## src/rtl/hazard_pkg.sv

```systemverilog
// Shared types and constants for the pipeline hazard controller.
package hazard_pkg;

   typedef enum logic [1:0] {
      FWD_RF  = 2'b00,
      FWD_WB  = 2'b01,
      FWD_MEM = 2'b10
   } fwd_sel_t;

   typedef enum logic {
      RUN  = 1'b0,
      BUSY = 1'b1
   } mc_state_t;

   localparam logic [3:0] REG_PC = 4'hF;

   // Holds MC_LAT-2 for the largest legal latency of 16.
   localparam int unsigned CNT_W = 4;

endpackage

```

## src/rtl/fwd_sel.sv

```systemverilog
// Single-operand forwarding selector for the execute stage.
module fwd_sel
   import hazard_pkg::*;
#(
   parameter int unsigned REGW = 4
) (
   input  logic [REGW-1:0] ra_i,
   input  logic [REGW-1:0] wa_m_i,
   input  logic [REGW-1:0] wa_w_i,
   input  logic            reg_write_m_i,
   input  logic            reg_write_w_i,
   output fwd_sel_t        sel_o
);

   localparam logic [REGW-1:0] PcAddr = REGW'(REG_PC);

   // The PC is never a forwarding target; M wins over W.
   always_comb begin
      sel_o = FWD_RF;
      if (ra_i != PcAddr) begin
         if (reg_write_m_i && (wa_m_i == ra_i)) begin
            sel_o = FWD_MEM;
         end else if (reg_write_w_i && (wa_w_i == ra_i)) begin
            sel_o = FWD_WB;
         end
      end
   end

endmodule

```

## src/rtl/hazard_ctrl.sv

```systemverilog
// Pipeline hazard controller: forwarding, load-use and branch handling, and
// sequencing of multi-cycle execute operations.
module hazard_ctrl
   import hazard_pkg::*;
#(
   parameter int unsigned MC_LAT = 4,
   parameter int unsigned REGW   = 4
) (
   input  logic            clk,
   input  logic            rst,
   input  logic [REGW-1:0] RA1E,
   input  logic [REGW-1:0] RA2E,
   input  logic [REGW-1:0] RA1D,
   input  logic [REGW-1:0] RA2D,
   input  logic [REGW-1:0] WA3E,
   input  logic [REGW-1:0] WA3M,
   input  logic [REGW-1:0] WA3W,
   input  logic            RegWriteM,
   input  logic            RegWriteW,
   input  logic            MemtoRegE,
   input  logic            BranchTakenE,
   input  logic            mcStartE,
   output logic            StallF,
   output logic            StallD,
   output logic            StallE,
   output logic            FlushD,
   output logic            FlushE,
   output logic            FlushM,
   output logic [1:0]      ForwardAE,
   output logic [1:0]      ForwardBE,
   output logic            mcBusy,
   output logic            mcDone
);

   localparam bit MultiCycle = (MC_LAT > 1);
   localparam logic [CNT_W-1:0] CntLoad = MultiCycle ? CNT_W'(MC_LAT - 32'd2) : '0;

   mc_state_t        state_q, state_d;
   logic [CNT_W-1:0] cnt_q, cnt_d;

   fwd_sel_t fwd_a, fwd_b;
   logic     mc_start, mc_stall, mc_done, br_flush, ld_stall;

   fwd_sel #(
      .REGW(REGW)
   ) u_fwd_a (
      .ra_i         (RA1E),
      .wa_m_i       (WA3M),
      .wa_w_i       (WA3W),
      .reg_write_m_i(RegWriteM),
      .reg_write_w_i(RegWriteW),
      .sel_o        (fwd_a)
   );

   fwd_sel #(
      .REGW(REGW)
   ) u_fwd_b (
      .ra_i         (RA2E),
      .wa_m_i       (WA3M),
      .wa_w_i       (WA3W),
      .reg_write_m_i(RegWriteM),
      .reg_write_w_i(RegWriteW),
      .sel_o        (fwd_b)
   );

   // A taken branch in E kills a simultaneous multi-cycle start.
   assign mc_start = mcStartE & ~BranchTakenE & (state_q == RUN);
   assign mc_stall = (mc_start & MultiCycle) | ((state_q == BUSY) & (cnt_q != '0));
   assign mc_done  = ((state_q == BUSY) & (cnt_q == '0)) | (mc_start & ~MultiCycle);
   assign br_flush = BranchTakenE & ~mc_stall;
   assign ld_stall = MemtoRegE & ((WA3E == RA1D) | (WA3E == RA2D)) & ~mc_stall;

   always_ff @(posedge clk or posedge rst) begin
      if (rst) begin
         state_q <= RUN;
         cnt_q   <= '0;
      end else begin
         state_q <= state_d;
         cnt_q   <= cnt_d;
      end
   end

   always_comb begin
      state_d = state_q;
      cnt_d   = cnt_q;
      unique case (state_q)
         RUN: begin
            if (mc_start && MultiCycle) begin
               state_d = BUSY;
               cnt_d   = CntLoad;
            end
         end
         BUSY: begin
            if (cnt_q != '0) begin
               cnt_d = cnt_q - CNT_W'(1);
            end else begin
               state_d = RUN;
            end
         end
      endcase
   end

   always_comb begin
      StallF    = 1'b0;
      StallD    = 1'b0;
      StallE    = 1'b0;
      FlushD    = 1'b0;
      FlushE    = 1'b0;
      FlushM    = 1'b0;
      ForwardAE = 2'b00;
      ForwardBE = 2'b00;
      mcBusy    = 1'b0;
      mcDone    = 1'b0;
      if (!rst) begin
         // The branch must redirect fetch, so it releases load-use stalls.
         StallF    = mc_stall | (ld_stall & ~br_flush);
         StallD    = mc_stall | (ld_stall & ~br_flush);
         StallE    = mc_stall;
         FlushD    = br_flush;
         FlushE    = br_flush | ld_stall;
         FlushM    = mc_stall;
         ForwardAE = fwd_a;
         ForwardBE = fwd_b;
         mcBusy    = (state_q == BUSY);
         mcDone    = mc_done;
      end
   end

endmodule

```

## config.mk

```make
export PLATFORM = sky130hd
export DESIGN_NAME = hazard_ctrl
export DESIGN_NICKNAME = d
export VERILOG_FILES = /design/src/rtl/hazard_pkg.sv /design/src/rtl/fwd_sel.sv /design/src/rtl/hazard_ctrl.sv
export SDC_FILE = /design/constraint.sdc
export NUM_CORES = 1
export LEC_CHECK = 0
export BUFFER_PORTS_ARGS = -buffer_cell sky130_fd_sc_hd__buf_2
export CAP_MARGIN = 20
export CORE_MARGIN = 8
export CORE_UTILIZATION = 30
export DETAILED_ROUTE_END_ITERATION = 8
export GPL_TIMING_DRIVEN = 0
export SETUP_SLACK_MARGIN = 0.1
export SYNTH_ARGS = -nofsm -noshare
export SYNTH_HDL_FRONTEND = slang
export SYNTH_SLANG_ARGS = --single-unit
```

## constraint.sdc

```tcl
create_clock -name clk -period 1.8 [get_ports clk]
set_clock_uncertainty 0.05 [all_clocks]
set_input_delay 0.09 -clock clk [delete_from_list [all_inputs] [get_ports clk]]
set_output_delay 0.09 -clock clk [all_outputs]
set_load 0.005 [all_outputs]
```

==> results.sh <==
export IMPL_status="finished, violations left"
export IMPL_violations="negative setup slack"
export IMPL_layout_nets=177
export IMPL_hp_start="BranchTakenE"
export IMPL_leakage_nw=0.5540
export IMPL_power_density_nw_per_um2=1021
export IMPL_avgSynthCellArea_um2=7.998
export IMPL_core_rowCount=16
export IMPL_setup_ws_ns=-0.2202
export IMPL_rsz0062_at_grt="true"
export IMPL_hold_path_class="in2reg"
export IMPL_grt_total_usage_pct=11.14
export IMPL_syn_inst=79
export IMPL_cpMaxStageDelayCell="or3b_4"
export IMPL_hold_depth=3
export IMPL_die_x_um=61.90
export IMPL_r2r_start="cnt_q[1]"
export IMPL_syn_cell_area_um2=631.9
export IMPL_gp_congestion=0.8072
export IMPL_cp_max_fo=2
export IMPL_dpl_worst_slack_ns=-0.03744
export IMPL_cts_root_buf="clkbuf_4"
export IMPL_worstSkewPairLatency_ns=0.25
export IMPL_clk_pin_slew_ns=0.04
export IMPL_overflow=0
export IMPL_firstDrtPassIters=4
export IMPL_fmax_mhz=495.0
export IMPL_syn_nets=115
export IMPL_final_cells=167
export IMPL_ant_nets=0
export IMPL_boundaryPins=47
export IMPL_htreeDepth=1
export IMPL_period_minus_slack_ns=2.020
export IMPL_cts_tree="done"
export IMPL_synth_top_cell_by_area="xor2_1"
export IMPL_grt_antenna_before_repair=0
export IMPL_numCtsBuffers=3
export IMPL_crit_arrival_ns=1.88
export IMPL_worst_setup_path_type="reg2out"
export IMPL_ir_worst_vdd_mv=0.4544
export IMPL_synth_cell_type_count=23
export IMPL_clk_path_buf_depth=2
export IMPL_critPathRequiredTime_ns=1.66
export IMPL_final_cell_mix="buf_2 (43), xor2_1 (18), buf_4 (11), nand3_1 (8), o21ai_0 (7)"
export IMPL_synth_area_leaders="xor2_1 (25%), dfrtp_1 (20%), xnor2_1 (8.3%), nand3_1 (6.3%), o21ai_0 (5.5%)"
export IMPL_max_stage_delay_ns=0.40
export IMPL_grt_max_degree=7
export IMPL_rrSetupSlack_ns=0.05
export IMPL_slew_headroom_pct=68.65
export IMPL_crit_chain="inv_1 -> ha_2 -> or3b_4 -> a21oi_4 -> nor2_2 -> a31o_1 -> buf_4 -> buf_6"
export IMPL_finalHoldViolCount=0
export IMPL_synth_warnings=0
export IMPL_core_um2=1982
export IMPL_grt_pass1_wl_um=3291
export IMPL_num_vias=765
export IMPL_grt_pass1_vias=797
export IMPL_min_to="cnt_q[2]"
export IMPL_die_area_um2=3831
export IMPL_ys_seq_area_share_pct=19.80
export IMPL_wl_per_cell_um=12.87
export IMPL_drt_iter0_drc=21
export IMPL_mostFrequentLayoutCell="buf_2"
export IMPL_setup_viol=7
export IMPL_worstReg2RegEnd="cnt_q[2]"
export IMPL_initial_core_util_pct=31.88
export IMPL_portBuffers=46
export IMPL_die_height_um=61.90
export IMPL_ys_seq_elements=5
export IMPL_slew_viol_final=0
export IMPL_holdWs_ns=0.1387
export IMPL_area_growth_pct=65.35
export IMPL_fin_tns_setup_ns=-0.9367
export IMPL_numClockSinks=5
export IMPL_end_kind="output port"
export IMPL_start_kind="flip-flop"
export IMPL_wirelength_um=2149
export IMPL_synth_top_area_share_pct=24.95
export IMPL_tightest_slew_ns=0.4641
export IMPL_maxCapViolCount=0
export IMPL_fillers=192
export IMPL_num_antenna_cells=0
export IMPL_r2r_cells=8
export IMPL_drive_gt1_share_pct=49.29
export IMPL_dpl_cell_count=152
export IMPL_fin_crit_sh_pct=112.2
export IMPL_hpwlAfterDp_um=1745
export IMPL_viasPerCell=4.581
export IMPL_drc=0
==> flip-flops by register name, indices dropped and copies added (netlist names) <==
signal,cells
cnt_q,4
state_q,1
==> kinds of logic (layout without fill, tap and decap cells) <==
| kind of cell | Yosys count | in the layout | synth area share, % |
|---|---|---|---|
| and+or+nand+nor | 30 | 30 | 26.54 |
| xor gates and xnor gates | 24 | 24 | 33.27 |
| AOI/OAI and AO/OA | 11 | 11 | 12.48 |
| buffers and inverters | 8 | 69 | 5.940 |
| DFF | 5 | 5 | 19.80 |
| adders and majority gates | 1 | 1 | 1.980 |
==> report_power, final <==
group	internal, mW	total [mW]	switching [mW]	leakage, nW
sequential	0.172	0.230	0.0579	0.0607
combinational	0.416	0.705	0.289	0.478
clock	0.0839	0.132	0.0477	0.0150
==> synthesized netlist by cell type <==
master,instances
xor2_1,18
nand3_1,8
o21ai_0,7
inv_1,6
xnor2_1,6
dfrtp_1,5
nor2_1,5
and3_1,3
nand2_1,3
nor3_1,3
buf_4,2
nor4_1,2
a21oi_4,1
a31o_1,1
a41o_1,1
and2b_2,1
ha_1,1
nand4_1,1
nor2_2,1
nor2b_1,1
nor3b_2,1
o41ai_1,1
or3b_4,1
==> worst max-delay path by stage <==
stage	to	startpoint	slack (ns)
floorplan	StallF	cnt_q[0]	0.12
global placement	StallF	cnt_q[0]	-0.03
detailed placement	StallF	cnt_q[0]	-0.04
CTS	StallF	cnt_q[0]	-0.23
global route	StallF	cnt_q[1]	-0.29
finish	StallF	cnt_q[1]	-0.22
==> layer usage <==
metal	routed length, um	GRT usage (%)	share of wire, %	vias up
met5	0	0	0	-
met4	15	2.922	0.70	0
met3	217	2.469	10	2
met2	1117	22.01	52	29
met1	798	11.25	37	340
li1	-	-	-	394
==> critical path: cells and delay by family, from the launching register on <==
family	cells	cell delay, ns
AO/OA/AOI/OAI	2	0.35
adder cells (fa/ha/maj)	1	0.17
buffers and inverters	3	0.31
flip-flops	1	0.37
AND/OR/NAND/NOR	2	0.45
==> layout make-up <==
type	instances	area, um^2	share of cell area (%)
multi-input combinational	66	484.2	46.35
timing repair buffer	57	334.1	31.98
sequential	5	125.1	11.98
tap	27	33.78	3.234
clock buffer	4	26.28	2.515
inverter	6	22.52	2.156
buffer	2	18.77	1.796
==> what timing repair did <==
action                                  in CTS  in global routing
endpoints found under the setup margin       7                  9
setup buffers                                7                  3
hold endpoints to repair                     5                  0
gates resized for setup                      8                  0
hold buffers                                 1                  0
pin swaps                                    5                  2
==> through the flow <==
| step | total power, mW | utilization [%] | cell area [um^2] |
|---|---|---|---|
| finish | 1.066 | 52.71 | 1045 |
| global route | 1.161 | 52.71 | 1045 |
| CTS | 1.007 | 51.58 | 1022 |
| detailed placement | 0.6903 | 45.20 | 895.9 |
| global placement | 0.6832 | 45.20 | 895.9 |
| floorplan | 0.5262 | - | 631.9 |
Power figures use the tool's default switching activity.
